**src/rtl/game_state_ctrl_pkg.sv**
```systemverilog
// Shared encodings for the rhythm-game flow controller: FSM states and the
// fixed roles of the first three buttons.
package game_pkg;

   typedef enum logic [2:0] {
      ST_START  = 3'd0,
      ST_MENU   = 3'd1,
      ST_PLAY   = 3'd2,
      ST_FINISH = 3'd3,
      ST_PAUSE  = 3'd4
   } state_t;

   localparam int BTN_PREV = 0;
   localparam int BTN_NEXT = 1;
   localparam int BTN_CONF = 2;

endpackage

```
**src/rtl/game_state_ctrl_btn_debounce.sv**
```systemverilog
// One button: 2-FF synchroniser, stability counter, arm flag and a registered
// one-cycle press pulse on the debounced rising edge.
module btn_debounce #(
   parameter int DEBOUNCE_CYC = 16
) (
   input  logic clk,
   input  logic rst,
   input  logic raw,
   output logic level,
   output logic press
);

   localparam int CW = (DEBOUNCE_CYC > 1) ? $clog2(DEBOUNCE_CYC) : 1;
   localparam logic [CW-1:0] CNT_LAST = CW'((DEBOUNCE_CYC > 0) ? DEBOUNCE_CYC - 1 : 0);

   logic          sync1;
   logic          sync2;
   logic          level_d;
   logic          arm;
   logic [CW-1:0] cnt;

   // The synchroniser keeps tracking the pin through reset so a held button
   // is still seen as held once reset drops.
   always_ff @(posedge clk) begin
      sync1 <= raw;
      sync2 <= sync1;
   end

   always_ff @(posedge clk) begin
      if (rst) begin
         level   <= 1'b0;
         level_d <= 1'b0;
         press   <= 1'b0;
         arm     <= 1'b0;
         cnt     <= '0;
      end else begin
         level_d <= level;
         press   <= level & ~level_d & arm;
         // Reset forces level low, so arming also waits for the pin itself to be low.
         if (!level && !sync2)
            arm <= 1'b1;
         if (DEBOUNCE_CYC == 0) begin
            level <= sync2;
         end else if (sync2 == level) begin
            cnt <= '0;
         end else if (cnt == CNT_LAST) begin
            level <= ~level;
            cnt   <= '0;
         end else begin
            cnt <= cnt + 1'b1;
         end
      end
   end

endmodule

```
**src/rtl/game_state_ctrl.sv**
```systemverilog
// Game flow controller: debounced buttons, START/MENU/PLAY/PAUSE/FINISH FSM,
// wrap-around song selection and an idle return-to-START timeout.
module game_state_ctrl
   import game_pkg::*;
#(
   parameter int NUM_BTN      = 3,
   parameter int NUM_SONGS    = 3,
   parameter int DEBOUNCE_CYC = 16,
   parameter int IDLE_TIMEOUT = 1000000,
   parameter int PAUSE_EN     = 1,
   localparam int SW          = $clog2(NUM_SONGS + 1)
) (
   input  logic               clk,
   input  logic               rst,
   input  logic [NUM_BTN-1:0] btn_raw,
   input  logic               finish,
   output logic [2:0]         state,
   output logic [SW-1:0]      song_select,
   output logic [SW-1:0]      song_confirm,
   output logic               confirm_pulse,
   output logic               abort_pulse,
   output logic               paused,
   output logic [NUM_BTN-1:0] btn_level,
   output logic [NUM_BTN-1:0] btn_press
);

   localparam int IW = (IDLE_TIMEOUT > 0) ? $clog2(IDLE_TIMEOUT + 1) : 1;
   localparam logic [IW-1:0] IDLE_LAST = IW'((IDLE_TIMEOUT > 0) ? IDLE_TIMEOUT - 1 : 0);

   state_t        st;
   logic [IW-1:0] idle;
   logic          both_d;
   logic          chord;
   logic          any_press;
   logic          nav_prev;
   logic          nav_next;
   logic          idle_hit;
   logic [SW-1:0] sel_dec;
   logic [SW-1:0] sel_inc;

   for (genvar i = 0; i < NUM_BTN; i++) begin : g_btn
      btn_debounce #(.DEBOUNCE_CYC(DEBOUNCE_CYC)) u_db (
         .clk   (clk),
         .rst   (rst),
         .raw   (btn_raw[i]),
         .level (btn_level[i]),
         .press (btn_press[i])
      );
   end

   // Chord is registered so it lines up with the press pulses of the same edge.
   always_ff @(posedge clk) begin
      if (rst) begin
         both_d <= 1'b0;
         chord  <= 1'b0;
      end else begin
         both_d <= btn_level[BTN_PREV] & btn_level[BTN_NEXT];
         chord  <= btn_level[BTN_PREV] & btn_level[BTN_NEXT] & ~both_d;
      end
   end

   assign any_press = |btn_press;
   assign nav_prev  = btn_press[BTN_PREV] & ~btn_press[BTN_NEXT] & ~chord;
   assign nav_next  = btn_press[BTN_NEXT] & ~btn_press[BTN_PREV] & ~chord;
   assign idle_hit  = (IDLE_TIMEOUT != 0) && !any_press && (idle == IDLE_LAST);
   assign sel_dec   = (song_select == SW'(1)) ? SW'(NUM_SONGS) : song_select - SW'(1);
   assign sel_inc   = (song_select == SW'(NUM_SONGS)) ? SW'(1) : song_select + SW'(1);
   assign state     = st;

   always_ff @(posedge clk) begin
      if (rst) begin
         st            <= ST_START;
         song_select   <= SW'(1);
         song_confirm  <= '0;
         confirm_pulse <= 1'b0;
         abort_pulse   <= 1'b0;
         paused        <= 1'b0;
         idle          <= '0;
      end else begin
         confirm_pulse <= 1'b0;
         abort_pulse   <= 1'b0;
         // Transitions that leave MENU/FINISH without a press clear idle explicitly below.
         if ((st == ST_MENU || st == ST_FINISH) && !any_press)
            idle <= idle + 1'b1;
         else
            idle <= '0;

         case (st)
            ST_START: begin
               if (any_press)
                  st <= ST_MENU;
            end
            ST_MENU: begin
               if (btn_press[BTN_CONF] && song_select != '0) begin
                  st            <= ST_PLAY;
                  song_confirm  <= song_select;
                  confirm_pulse <= 1'b1;
               end else if (idle_hit) begin
                  st   <= ST_START;
                  idle <= '0;
               end else if (nav_prev) begin
                  song_select <= sel_dec;
               end else if (nav_next) begin
                  song_select <= sel_inc;
               end
            end
            ST_PLAY: begin
               if (finish) begin
                  st <= ST_FINISH;
               end else if (chord && PAUSE_EN != 0) begin
                  st     <= ST_PAUSE;
                  paused <= 1'b1;
               end
            end
            ST_PAUSE: begin
               if (chord) begin
                  st     <= ST_PLAY;
                  paused <= 1'b0;
               end else if (btn_press[BTN_CONF]) begin
                  st           <= ST_MENU;
                  paused       <= 1'b0;
                  abort_pulse  <= 1'b1;
                  song_confirm <= '0;
               end
            end
            ST_FINISH: begin
               if (btn_press[BTN_CONF]) begin
                  st           <= ST_MENU;
                  song_confirm <= '0;
               end else if (idle_hit) begin
                  st           <= ST_START;
                  song_confirm <= '0;
                  idle         <= '0;
               end
            end
            default: begin
               st           <= ST_START;
               paused       <= 1'b0;
               song_confirm <= '0;
               idle         <= '0;
            end
         endcase
      end
   end

endmodule

```
**config.mk**
```make
export PLATFORM = sky130hd
export DESIGN_NAME = game_state_ctrl
export DESIGN_NICKNAME = d
export VERILOG_FILES = /design/src/rtl/game_state_ctrl_pkg.sv /design/src/rtl/game_state_ctrl_btn_debounce.sv /design/src/rtl/game_state_ctrl.sv
export SDC_FILE = /design/constraint.sdc
export NUM_CORES = 1
export LEC_CHECK = 0
export ABC_AREA = 1
export CORE_UTILIZATION = 54
export CTS_BUF_LIST = sky130_fd_sc_hd__clkbuf_8
export DETAILED_ROUTE_END_ITERATION = 12
export PLACE_DENSITY = 0.77
export SLEW_MARGIN = 20
export SYNTH_ARGS = -nofsm -noshare
export SYNTH_HDL_FRONTEND = slang
export SYNTH_SLANG_ARGS = --single-unit
```
**constraint.sdc**
```tcl
create_clock -name clk -period 1.7 [get_ports clk]
set_clock_uncertainty 0.2 [all_clocks]
set_input_delay 0.34 -clock clk [delete_from_list [all_inputs] [get_ports clk]]
set_output_delay 0.34 -clock clk [all_outputs]
set_load 0.05 [all_outputs]
```
# Word level (Yosys, flattened, before mapping)
# Index checks and enable logic that the tools add are counted.
# op_classes
addsub	6
n_eq_ne	22
n_mux	31
bitwise_logic	31
reduce_logical	33
# op_table
cell	count
20-bit two-way mux	4
20-bit case mux with 3 select lines	1
3-bit two-way mux	8
3-bit OR reduction	7
20-bit by 1-bit adder with 20-bit output, second input constant	1
20-bit == test, second input constant	1
1-bit inverter	19
2-bit two-way mux	9
3-bit case mux with 5 select lines	1
4-bit by 1-bit adder with 4-bit output, second input constant	3
1-bit bitwise AND	12
4-bit == test, second input constant	3
2-bit != test, second input constant	4
2-bit case mux with 4 select lines	1
4-bit AND reduction	2
1-bit logical NOT	7
3-bit by 2-bit == test with 1-bit output, second input constant	2
1-bit logical AND	6
1-bit two-way mux	6
3-bit by 2-bit != test with 1-bit output, second input constant	2
2-bit AND reduction	3
5-bit AND reduction	1
2-bit by 1-bit != test with 1-bit output, second input constant	2
2-bit nonzero test	2
other kinds (13)	16
# totals
regBits	62
output_inout_bits	16

# Depth between registers and ports, before layout
# Gate-level depths: netlist (run 1).
# depth
word_depth	7
mapped_depth	10
depth_no_buf	10

# By module
# A second synthesis (run 1) with hierarchy kept.
# hier_totals
hier_cells	388
area_unflattened_um2	2887.8
# by_module_without_submodules
mod	instances	cells_each	area_each_um2	seq_area_each_um2
game_state_ctrl	1	271	1851.8	640.6
btn_debounce	3	39	345.3	200.2

# Worst setup path after synthesis (run 1)
# No wires, ideal clock.
# synth_path
kind	register to register
start	register st[2] (netlist: state[2])
end	register idle[12]
setup_time_ps	121
t_arrival_ps	1539
setup_slack_ps	-160
path_stages_with_launch	7
n_path_buf	1
cell_sequence	dfxtp_1 > inv_1 > o21ai_0 > nand3_4 > nand2_4 > buf_12 > nor2_4
# synth_via
elab_chain_cells	7
elab_cells_between_ends	13
# synth_lines
item	line_no	rtl
start, declared	game_state_ctrl.sv:30	state_t st;
start signal, assigned	game_state_ctrl.sv:72	st <= ST_START;
start signal, assigned	game_state_ctrl.sv:91	st <= ST_MENU;
start signal, assigned	game_state_ctrl.sv:95	st <= ST_PLAY;
3-bit by 1-bit == test with 1-bit output / 3-bit by 2-bit == test with 1-bit output (equally long branches)	game_state_ctrl.sv:83, game_state_ctrl.sv:88	
1-bit logical OR	game_state_ctrl.sv:83	if ((st == ST_MENU || st == ST_FINISH) && !any_press)
1-bit logical AND	game_state_ctrl.sv:83	
20-bit two-way mux	game_state_ctrl.sv:83	
20-bit two-way mux	game_state_ctrl.sv:98, game_state_ctrl.sv:130	
20-bit two-way mux (on tied branches)	game_state_ctrl.sv:127, game_state_ctrl.sv:94	
20-bit case mux with 3 select lines *	game_state_ctrl.sv:88	case (st)
end signal, assigned	game_state_ctrl.sv:84	idle <= idle + 1'b1;
end, declared	game_state_ctrl.sv:31	logic [IW-1:0] idle;
# Mark *: on every way between the ends. The rest lies on a longest branch, timed or not.
# A chain may end at the register's enable or synchronous reset.

# Worst setup path in the final report (run 1)
# layout_path
start	register idle[0]
end	register idle[18]
# layout_via
elab_chain_cells	5
elab_cells_between_ends	8
# layout_lines
item	line_no
20-bit by 1-bit adder with 20-bit output / 20-bit == test (equally long branches)	game_state_ctrl.sv:84, game_state_ctrl.sv:65
20-bit two-way mux / 1-bit logical AND (equally long branches)	game_state_ctrl.sv:83, game_state_ctrl.sv:65
20-bit two-way mux	game_state_ctrl.sv:98, game_state_ctrl.sv:130
20-bit two-way mux (on tied branches)	game_state_ctrl.sv:127, game_state_ctrl.sv:94
20-bit case mux with 3 select lines *	game_state_ctrl.sv:88
# Marked as above.

==> results of run 1 <==
synth_stat cells (6+ instances only):
| cell type | count |
|---|---|
| nor2_4 | 14 |
| nand4_1 | 8 |
| nand2_1 | 56 |
| ha_1 | 11 |
| nand3_1 | 25 |
| dfxtp_1 | 62 |
| inv_1 | 47 |
| nor2_1 | 69 |
| nor3_1 | 9 |
| nand2_2 | 6 |
| buf_4 | 6 |
| a21oi_1 | 8 |
| o21ai_0 | 12 |
| xor2_1 | 8 |
through the flow:
| stage | utilization (%) | instances |
|---|---|---|
| 5_1_grt | 76.0 | 511 |
| 3_3_place_gp | 68.9 | 488 |
| 2_1_floorplan | - | 378 |
| 3_5_place_dp | 68.9 | 488 |
| 6_report | 76.0 | 511 |
| 4_1_cts | 73.2 | 507 |
state kept, by name, summed over array words and instances (netlist names), 2 cells and up:
register	count
g_btn.u_db.sync1	3
g_btn.u_db.level	3
g_btn.u_db.press	3
song_select	2
state	3
g_btn.u_db.arm	3
g_btn.u_db.sync2	3
g_btn.u_db.cnt	12
song_confirm	2
idle	20
g_btn.u_db.level_d	3
layout by cell type (no fill, tap or decap), types with 2 or more instances in the layout:
cell type,netlist,layout
nand2_1,56,55
nor2_1,69,54
dfxtp_1,62,47
inv_1,47,46
buf_4,6,33
nand3_1,25,24
nor2_4,14,19
buf_12,1,17
nor2_2,2,12
dfxtp_2,0,12
o21ai_0,12,11
ha_1,11,10
clkbuf_8,0,9
nand4_1,8,8
a21oi_1,8,8
xor2_1,8,8
nand2_2,6,6
nor3_1,9,6
inv_2,4,5
clkdlybuf4s50_1,0,5
nand3_4,4,4
nand2_4,2,3
o22ai_1,3,3
nor4_1,3,3
nor3_2,1,3
o211ai_1,3,3
o21bai_1,3,3
inv_6,0,3
dfxtp_4,0,3
clkinv_1,2,2
nor3b_1,2,2
clkinvlp_4,0,2
final cells by class:
type | instances | area share, %
multi-input combinational | 254 | 39.3
sequential | 62 | 32.1
timing repair buffer | 56 | 16.8
inverter | 53 | 5.03
clock buffer | 9 | 3.13
tap | 70 | 2.22
clock inverter | 7 | 1.39
routing by layer:
metal	vias up	part of all wire [%]	GRT usage, %
li1	1322	-	-
met2	89	50	36.4
met4	0	3.5	13.8
met1	1155	41	25.8
met5	-	0	0
met3	18	5.1	5.15
timing repair:
item	4_1_cts	5_1_grt
endpoints found under the hold margin	0	0
setup buffers	2	4
gates cloned	1	0
setup endpoints to repair	16	24
resized for setup	2	40
pin swaps	4	12
hold buffers	0	0
report_power, final:
group,internal [W],switching (W)
registers,0.00147,0.00000839
clock network,0.000542,0.000642
logic,0.0000342,0.0000321
final timing paths:
kind,end,start,slack [ps]
max reg2reg,idle[18],idle[0],-10
min,g_btn[2].u_db.sync2,g_btn[2].u_db.sync1,130
max,idle[18],idle[0],-10
min reg2reg,g_btn[2].u_db.sync2,g_btn[2].u_db.sync1,130
logic make-up (layout without fill, tap and decap cells):
logic type / after synthesis / count (layout) / synth area share (%)
buffers and inverters: 62 / 125 / 9.42
DFF: 62 / 62 / 41.9
AOI/OAI and AO/OA: 31 / 31 / 5.95
xor gates and xnor gates: 9 / 9 / 2.66
muxes: 1 / 1 / 0.338
adders and majority gates: 11 / 11 / 4.65
and+or+nand+nor: 202 / 202 / 35.1
==> metrics.md, run 1 <==
| Metric | Value |
|---|---|
| CTS Buf Count | 9 |
| Vias in the first global route | roughly 2300 |
| Setup violations, final | 1 |
| GRT overflow | 0 |
| IO buf count | 21 |
| Startpoint types | flop |
| Most numerous cell on the critical path | nor2_4 |
| Final Cycle Share | 101% |
| Critical Path RT | between 1500 and 2000 ps |
| Unique masters post-synth | 33 |
| Slowest-stage cell, CP | dfxtp_4 |
| Failing checks | negative setup slack |
| Min-Delay Path Class | reg -> reg |
| Crit path max-delay family | simple AND/OR/NAND/NOR gates |
| Root buffer cell | clkbuf_8 |
| Max Freq | a little under 0.6 GHz |
| CTS Sinks | a little over 60 |
| Remaining DRCs | 0 |
| First-pass GRT wire length | ~10 mm |
| Syn Nets | around 400 |
| Gate Count Post-Synth | 378 |
| EDFF count, synth | 0 |
| Reg2Reg Depth | 7 |
| DRT antenna net count | 0 |
| RSZ-0062 raised after global routing | yes |
| Synthesized area | just under 3000 um^2 |
| Final Hold Fails | 0 |
| Total Routing Usage GR | between 20% and 30% |
| Largest net degree at the start of global routing | 14 |
| Worst skew pair latency | 350 ps |
| Fin worst setup slack | -9.64 ps |
| Cell Pwr Density | 689 nW/um^2 |
| Total power draw | 0.00272 W |
| Initial antenna violation count | 0 |
| Drt initial violations | 216 |
| Die area | about 5800 um^2 |
| Share of layout cells above drive strength 1 | about a third |
| Initial Util | 56.9% |
| Max-cap violations | 0 |
| WL final | 6.25 mm |
| Clock slew at reported path FFs | 80 ps |
| HPWL after DPL | 4.26 mm |
| Max rail drop VDD | slightly above 0.6 mV |
| Synth area leader | dfxtp_1 |
| Rel. slew slack | around 74% |
| Seq/Total Area, Yosys | about two fifths |
| Leak | around 1.6 nW |
| Via Count | around 2600 |
| Bufs and invs on worst path | 0 |
| Via density | 5.06 |
| FF+latch area | between 1000 and 1500 um^2 |
| Row cnt | 26 |
| Number of synthesized register bits | 62 |
| Avg Cell Area, Syn | roughly 7.8 um^2 |
| Post-layout net count | around 450 |
| Cells on Worst Hold Path | 0 |
| Final Critical Period | approximately 1700 ps |
| Pre-antenna DRT Iters | 5 |
| Critical Path Stages | 7 |
| Element type at the critical path end | flop |
| H-tree levels | 3 |
| Die width | 76.1 um |
| Cell Chain, Critical Path | ha_4, nand3_4, nor2_4, nand4_1, nor2_1, xor2_1, nor2_4 |
| Worst-Margin Slew | between 300 and 400 ps |
| Min Hold Slack | about 130 ps |
| Pre-CTS setup slack | -204 ps |
| Fin. max-slew vios | 0 |
| CTS tree | built |
| Area post-placement | around 3600 um^2 |
| Number of antenna diodes | 0 |
| Crit path largest cell delay | 360 ps |
| Synth Flop Type | dfxtp_1 |
| WS Path Type | reg -> reg |
| Status | complete, but fails checks |
| Core Box Area | 5200 um^2 |
| Design Area, Final | 3950 um^2 |
| Final Wtd Congestion | 0.877 |
| Crit path max fanout | 3 |
| Area of the multi-input gates | between 1500 and 2000 um^2 |
| Setup_tns | -9.64 ps |
| I/O pin cnt | 22 |
| Clk buf depth | 2 |
| Total of warnings raised by yosys | 0 |
| WP data arrival | 1750 ps |
| Fill count | 344 |
| Top cells by area, synth | dfxtp_1 (42%), nor2_1 (8.7%), nand2_1 (7.1%), inv_1 (6.0%), nor2_4 (5.3%) |
| Area grow syn2layout | 33.4% |
| Synth top area share | approximately two fifths |
| Die height | 76.1 um |
| Routed wire length per instance | around 12 um |
| FFs w/ async S/R, synth | 0% |
Note: power is estimated with default switching activity, not from simulation.
==> inputs of run 2 (changes only) <==
- SLEW_MARGIN: 20 -> not set
==> results of run 2 <==
No change in the layout: final DEF, timing and power equal those of run 1.
